## config.mk

```make
export PLATFORM = sky130hd
export DESIGN_NAME = instr_fetch
export DESIGN_NICKNAME = d
export VERILOG_FILES = /design/src/rtl/instr_fetch.sv
export SDC_FILE = /design/constraint.sdc
export NUM_CORES = 1
export LEC_CHECK = 0
export BUFFER_PORTS_ARGS = -buffer_cell sky130_fd_sc_hd__buf_2
export CAP_MARGIN = 40
export CELL_PAD_IN_SITES_DETAIL_PLACEMENT = 2
export CELL_PAD_IN_SITES_GLOBAL_PLACEMENT = 2
export CORE_UTILIZATION = 30
export CTS_CLUSTER_SIZE = 20
export DETAILED_ROUTE_END_ITERATION = 10
export GPL_TIMING_DRIVEN = 0
export PLACE_DENSITY_LB_ADDON = 0.1
export SYNTH_ARGS = -nofsm -noshare
export SYNTH_HDL_FRONTEND = slang
export SYNTH_SLANG_ARGS = --single-unit
```

## constraint.sdc

```tcl
create_clock -name clk -period 2.1 [get_ports clk]
set_clock_uncertainty 0.2 [all_clocks]
set_input_delay 0.21 -clock clk [delete_from_list [all_inputs] [get_ports clk]]
set_output_delay 0.21 -clock clk [all_outputs]
set_load 0.005 [all_outputs]
```

## src/rtl/instr_fetch.sv

```systemverilog
// Fetch stage: owns the PC, issues one word read at a time to instruction
// memory and hands each fetched instruction with its PC to decode.
module instr_fetch #(
    parameter logic [31:0] RESET_PC = 32'h0000_0000
) (
    input  logic        clk,
    input  logic        rst,
    output logic        imem_req_valid,
    input  logic        imem_req_ready,
    output logic [31:0] imem_req_addr,
    input  logic        imem_rsp_valid,
    input  logic [31:0] imem_rsp_data,
    input  logic        redirect_valid,
    input  logic [31:0] redirect_pc,
    input  logic        stall,
    output logic        instr_valid,
    output logic [31:0] instr,
    output logic [31:0] instr_pc
);
    typedef enum logic [1:0] {S_REQ, S_WAIT, S_OUT} state_t;

    state_t      state, state_nxt;
    logic [31:0] pc, req_addr, target;
    logic        squash;

    assign target = redirect_pc & 32'hFFFF_FFFC;

    always_ff @(posedge clk) begin
        if (rst) state <= S_REQ;
        else     state <= state_nxt;
    end

    always_comb begin
        state_nxt = state;
        case (state)
            S_REQ:   if (imem_req_ready) state_nxt = S_WAIT;
            S_WAIT:  if (imem_rsp_valid) state_nxt = (squash || redirect_valid) ? S_REQ : S_OUT;
            S_OUT:   if (redirect_valid || !stall) state_nxt = S_REQ;
            default: state_nxt = S_REQ;
        endcase
    end

    always_comb begin
        imem_req_valid = (state == S_REQ) && !rst;
        imem_req_addr  = req_addr;
    end

    // Redirect outranks both response capture and stall in every state.
    always_ff @(posedge clk) begin
        if (rst) begin
            pc          <= RESET_PC;
            req_addr    <= RESET_PC;
            squash      <= 1'b0;
            instr       <= 32'h0;
            instr_pc    <= 32'h0;
            instr_valid <= 1'b0;
        end else begin
            case (state)
                S_REQ: begin
                    // The pending request is never withdrawn; its response gets dropped.
                    if (redirect_valid) begin
                        pc     <= target;
                        squash <= 1'b1;
                    end
                end
                S_WAIT: begin
                    if (imem_rsp_valid) begin
                        squash <= 1'b0;
                        if (redirect_valid) begin
                            pc       <= target;
                            req_addr <= target;
                        end else if (squash) begin
                            req_addr <= pc;
                        end else begin
                            instr       <= imem_rsp_data;
                            instr_pc    <= req_addr;
                            instr_valid <= 1'b1;
                            pc          <= req_addr + 32'd4;
                        end
                    end else if (redirect_valid) begin
                        pc     <= target;
                        squash <= 1'b1;
                    end
                end
                S_OUT: begin
                    if (redirect_valid) begin
                        instr_valid <= 1'b0;
                        pc          <= target;
                        req_addr    <= target;
                    end else if (!stall) begin
                        instr_valid <= 1'b0;
                        req_addr    <= pc;
                    end
                end
                default: ;
            endcase
        end
    end
endmodule

```

==> metrics.md <==
| Metric | Value |
|---|---|
| Status | complete, but fails checks |
| Failing checks | setup timing |
| Port Buf Inserts | 164 |
| Crit end category | flop |
| TNS Setup | -0.02355 ns |
| Initial antenna violation count | 0 |
| Max_cap viols | 0 |
| DR pass1 iterations | 5 |
| Worst VDD drop | 0.0005795 V |
| Largest cells by area after synthesis | dfxtp_1 (45%), nand2_1 (9.8%), a21oi_1 (7.1%), mux2i_1 (5.2%), a211oi_1 (4.6%) |
| Fmax | between 0.4 and 0.5 GHz |
| Die H | 142.5 um |
| Worst Max-Slew Pin Slew | 0.7991 ns |
| Vias | about 6600 |
| Proportion of synthesized area in mux cells | 0.05240 |
| Sequential area share after synthesis | 0.4462 |
| Slew Limit Headroom | 0.4673 |
| Area grow syn2layout | 47.14% |
| Critical Path Start Type | flop |
| CTS clk-pin slew, worst paths | 0.06 ns |
| Final Hold Vio Count | 0 |
| Cells after Synth | approximately 710 |
| # H-tree levels | 4 |
| Syn Area/Cell | 8.294 um^2 |
| FF+latch count, synth | ~130 |
| CP max FO | 8 |
| CTS root buf | clkbuf_16 |
| Detailed Route WL | 26990 um |
| Drt via density | 5.295 |
| Placer Congestion | around 0.86 |
| Layout Nets | 1042 |
| Seq pwr share | 0.395 |
| Largest family of logic cells by synthesized area | compound AO/OA/AOI/OAI gates |
| Warnings, synthesis | 0 |
| Final Setup Violations | 1 |
| Worst EP arrival | 2.23 ns |
| Simple-gate share of the synthesized area | 0.2062 |
| DRC violations left | 0 |
| Antenna-violating nets left | 0 |
| Critical path data required time | roughly 2.2 ns |
| Synth Area in Compound Gates | 0.2062 |
| Most frequent CP cell | buf_6 |
| Crit path time final | 2.124 ns |
| Final period utilization | 1.011 |
| Clk sinks | 132 |
| DP Wirelength | 18470 um |
| Number of synthesized flops with an enable pin | 0 |
| Iter 0 DRT Violations | 280 |
| Internal power | about 5.1 mW |
| Worst Hold Class | input pin to flop |
| Clk Latency, worst-skew pair | 0.43 ns |
| Synth top area share | 0.4462 |
| Die width | 142.5 um |
| Xor and xnor area share after synthesis | 0.03402 |
| Leak | between 3 and 4 nW |
| Fin worst setup slack | -0.02355 ns |
| I/O pin count | between 150 and 200 |
| Num CTS Buffers | 17 |
| Share of layout cells above drive strength 1 | 0.3059 |
| Clock share of power | 0.488 |
| Max stage delay cell, worst path | or4_4 |
| NetSw | ~1.8 mW |
| All-Layer GR Usage | 0.2660 |
| Grt ovf | 0 |
| Max Slew Vio Count | 0 |
| Critical path class | flop to flop |
| Switching fraction of total power | 0.2585 |
| Syn Std Cell Area | 5922 um^2 |
| CTS tree | yes |
| Final core occ | 0.4492 |
| Row count | 51 |
| Vias in the first global route | slightly above 7000 |
| Starting Density | 0.3053 |
| WL/cell | 21.61 um |
| Critical-path cell list | buf_6 -> and4_1 -> buf_6 -> nand2_2 -> or4_4 -> nand4b_1 -> o311ai_2 |
| Bufs on Longest Clock Path | 2 |
| Comb power frac | 0.117 |
| Die area | 20310 um^2 |
| Ant. Diodes | 0 |
| Largest net degree at the start of global routing | 20 |
| Netlist cell types | 58 |
| CP max stage delay | 0.55 ns |
| Adder-cell share of the synthesized area | 0.002113 |
| Most used DFF post-synth | dfxtp_1 |
| First-pass GRT wire length | 40420 um |
| Async SR Flop Fraction | 0 |
| RSZ-0062 raised after global routing | yes |
| PwrDens | 788.0 nW/um^2 |
| Yosys top cell by area | dfxtp_1 |
| Mapped Nets | 785 |
| Min Hold Slack | 0.01257 ns |
| Core Footprint | 19400 um^2 |
-- synthesized netlist by cell type (2+ instances only) --
cell type,number
buf_2,22
clkbuf_1,29
nand3_1,11
nor3_1,5
nand3_2,2
and4_4,2
and3_2,3
nor4_1,6
and4_1,5
and3b_1,2
xor2_1,11
mux2i_1,31
a211oi_1,36
a22oi_1,11
a32oi_1,2
o22ai_1,15
a21oi_1,84
buf_4,2
a31oi_1,2
or3_1,3
buf_1,2
o21ai_0,24
inv_1,5
o221ai_1,2
a221oi_1,2
or4_1,2
xnor2_1,12
a21o_1,2
a311oi_1,2
nand4_1,10
clkbuf_8,3
dfxtp_1,132
nor2b_1,3
a222oi_1,3
nor2_1,49
nand2_1,155
-- state kept, by name (all words and copies together) (netlist names) --
name and count:
instr_pc 32, pc 32, state 2, squash 1, imem_req_addr 32, instr_valid 1
instr 32
-- worst paths after layout --
| kind | from | to | slack (ns) | depth (start not counted) |
|---|---|---|---|---|
| setup / recovery | imem_req_addr[4]$_SDFFE_PP0P_ | pc[27]$_SDFFE_PP0P_ | -0.02 | 7 |
| hold / removal | redirect_pc[20] | pc[20]$_SDFFE_PP0P_ | 0.01 | 3 |
| hold reg to reg | instr[15]$_SDFFE_PP0P_ | instr[15]$_SDFFE_PP0P_ | 0.25 | 2 |
| setup reg to reg | imem_req_addr[4]$_SDFFE_PP0P_ | pc[27]$_SDFFE_PP0P_ | -0.02 | 7 |
-- power by group through the flow --
stage | clock [mW] | combinational, mW | sequential [mW]
3_3_place_gp | 0 | 0.613 | 2.75
5_1_grt | 3.48 | 0.866 | 2.72
3_5_place_dp | 0 | 0.638 | 2.76
4_1_cts | 3.38 | 0.769 | 2.70
2_1_floorplan | 0 | 0.350 | 2.73
6_report | 3.35 | 0.805 | 2.71
-- cell families after synthesis --
logic type / Yosys count
xor+xnor: 23
mux: 31
fa+ha+maj: 1
simple gates: 267
flops: 132
buf+inv: 64
compound gates: 196
-- metal layers --
metal | vias up | routed length (um) | share of wire | global-route usage
li1 | 3044 | - | - | -
met1 | 3319 | 11470 | 0.42 | 0.3221
met2 | 215 | 13610 | 0.50 | 0.4667
met3 | 35 | 1410 | 0.052 | 0.05047
met4 | 0 | 495 | 0.018 | 0.09508
met5 | - | 0 | 0 | 0
-- critical path, delay by kind of cell, from the launching register on --
| kind | cells | cell delay [ns] |
|---|---|---|
| AO/OA/AOI/OAI | 1 | 0.12 |
| AND/OR/NAND/NOR | 4 | 1.03 |
| buffers and inverters | 2 | 0.30 |
| flip-flops | 1 | 0.34 |
-- repair_timing --
action / in CTS / in global routing
cloned: 0 / 0
setup endpoints to repair: 127 / 100
hold endpoints to repair: 80 / 0
pin swaps: 4 / 7
buffers inserted: 9 / 4
hold buffers: 63 / 0
resized for setup: 46 / 43
-- stage by stage --
stage / total power, mW / worst slack [ns] / std cells / instance area [um^2]
after floorplan: 3.075 / 0.1999 / 714 / 5922
after global placement: 3.360 / -0.3886 / 1143 / 7074
after detailed placement: 3.393 / -0.3847 / 1143 / 7074
after CTS: 6.854 / -0.02185 / 1245 / 8544
after global routing: 7.073 / -0.05846 / 1249 / 8713
final: 6.866 / -0.02355 / 1249 / 8713
-- cell usage in the layout, fill, tap and decap left out, types with 5 or more instances in the layout --
| cell | instances |
|---|---|
| buf_2 | 171 |
| nand2_1 | 152 |
| dfxtp_1 | 118 |
| a21oi_1 | 84 |
| dlygate4sd3_1 | 63 |
| nor2_1 | 49 |
| a211oi_1 | 31 |
| mux2i_1 | 31 |
| o21ai_0 | 22 |
| clkbuf_1 | 17 |
| clkbuf_16 | 17 |
| buf_4 | 15 |
| o22ai_1 | 15 |
| dfxtp_2 | 13 |
| xnor2_1 | 12 |
| nand3_1 | 11 |
| buf_6 | 10 |
| a22oi_1 | 10 |
| nand4_1 | 10 |
| xor2_1 | 10 |
| clkbuf_2 | 9 |
| clkbuf_4 | 8 |
| clkbuf_8 | 6 |
| nor3_1 | 5 |
| inv_1 | 5 |
| a211oi_2 | 5 |
-- final cells by class --
cell class              instances  area (um^2)
fillers                      2192        10690
multi-input cells             518         3088
inverters                       5        18.77
plain buffers                  57        385.4
well taps                     265        331.6
flip-flops and latches        132         2663
clock inverters                10        168.9
repair buffers                240         1574
clock buffers                  22        484.2
(Power assumes the default switching activity.)
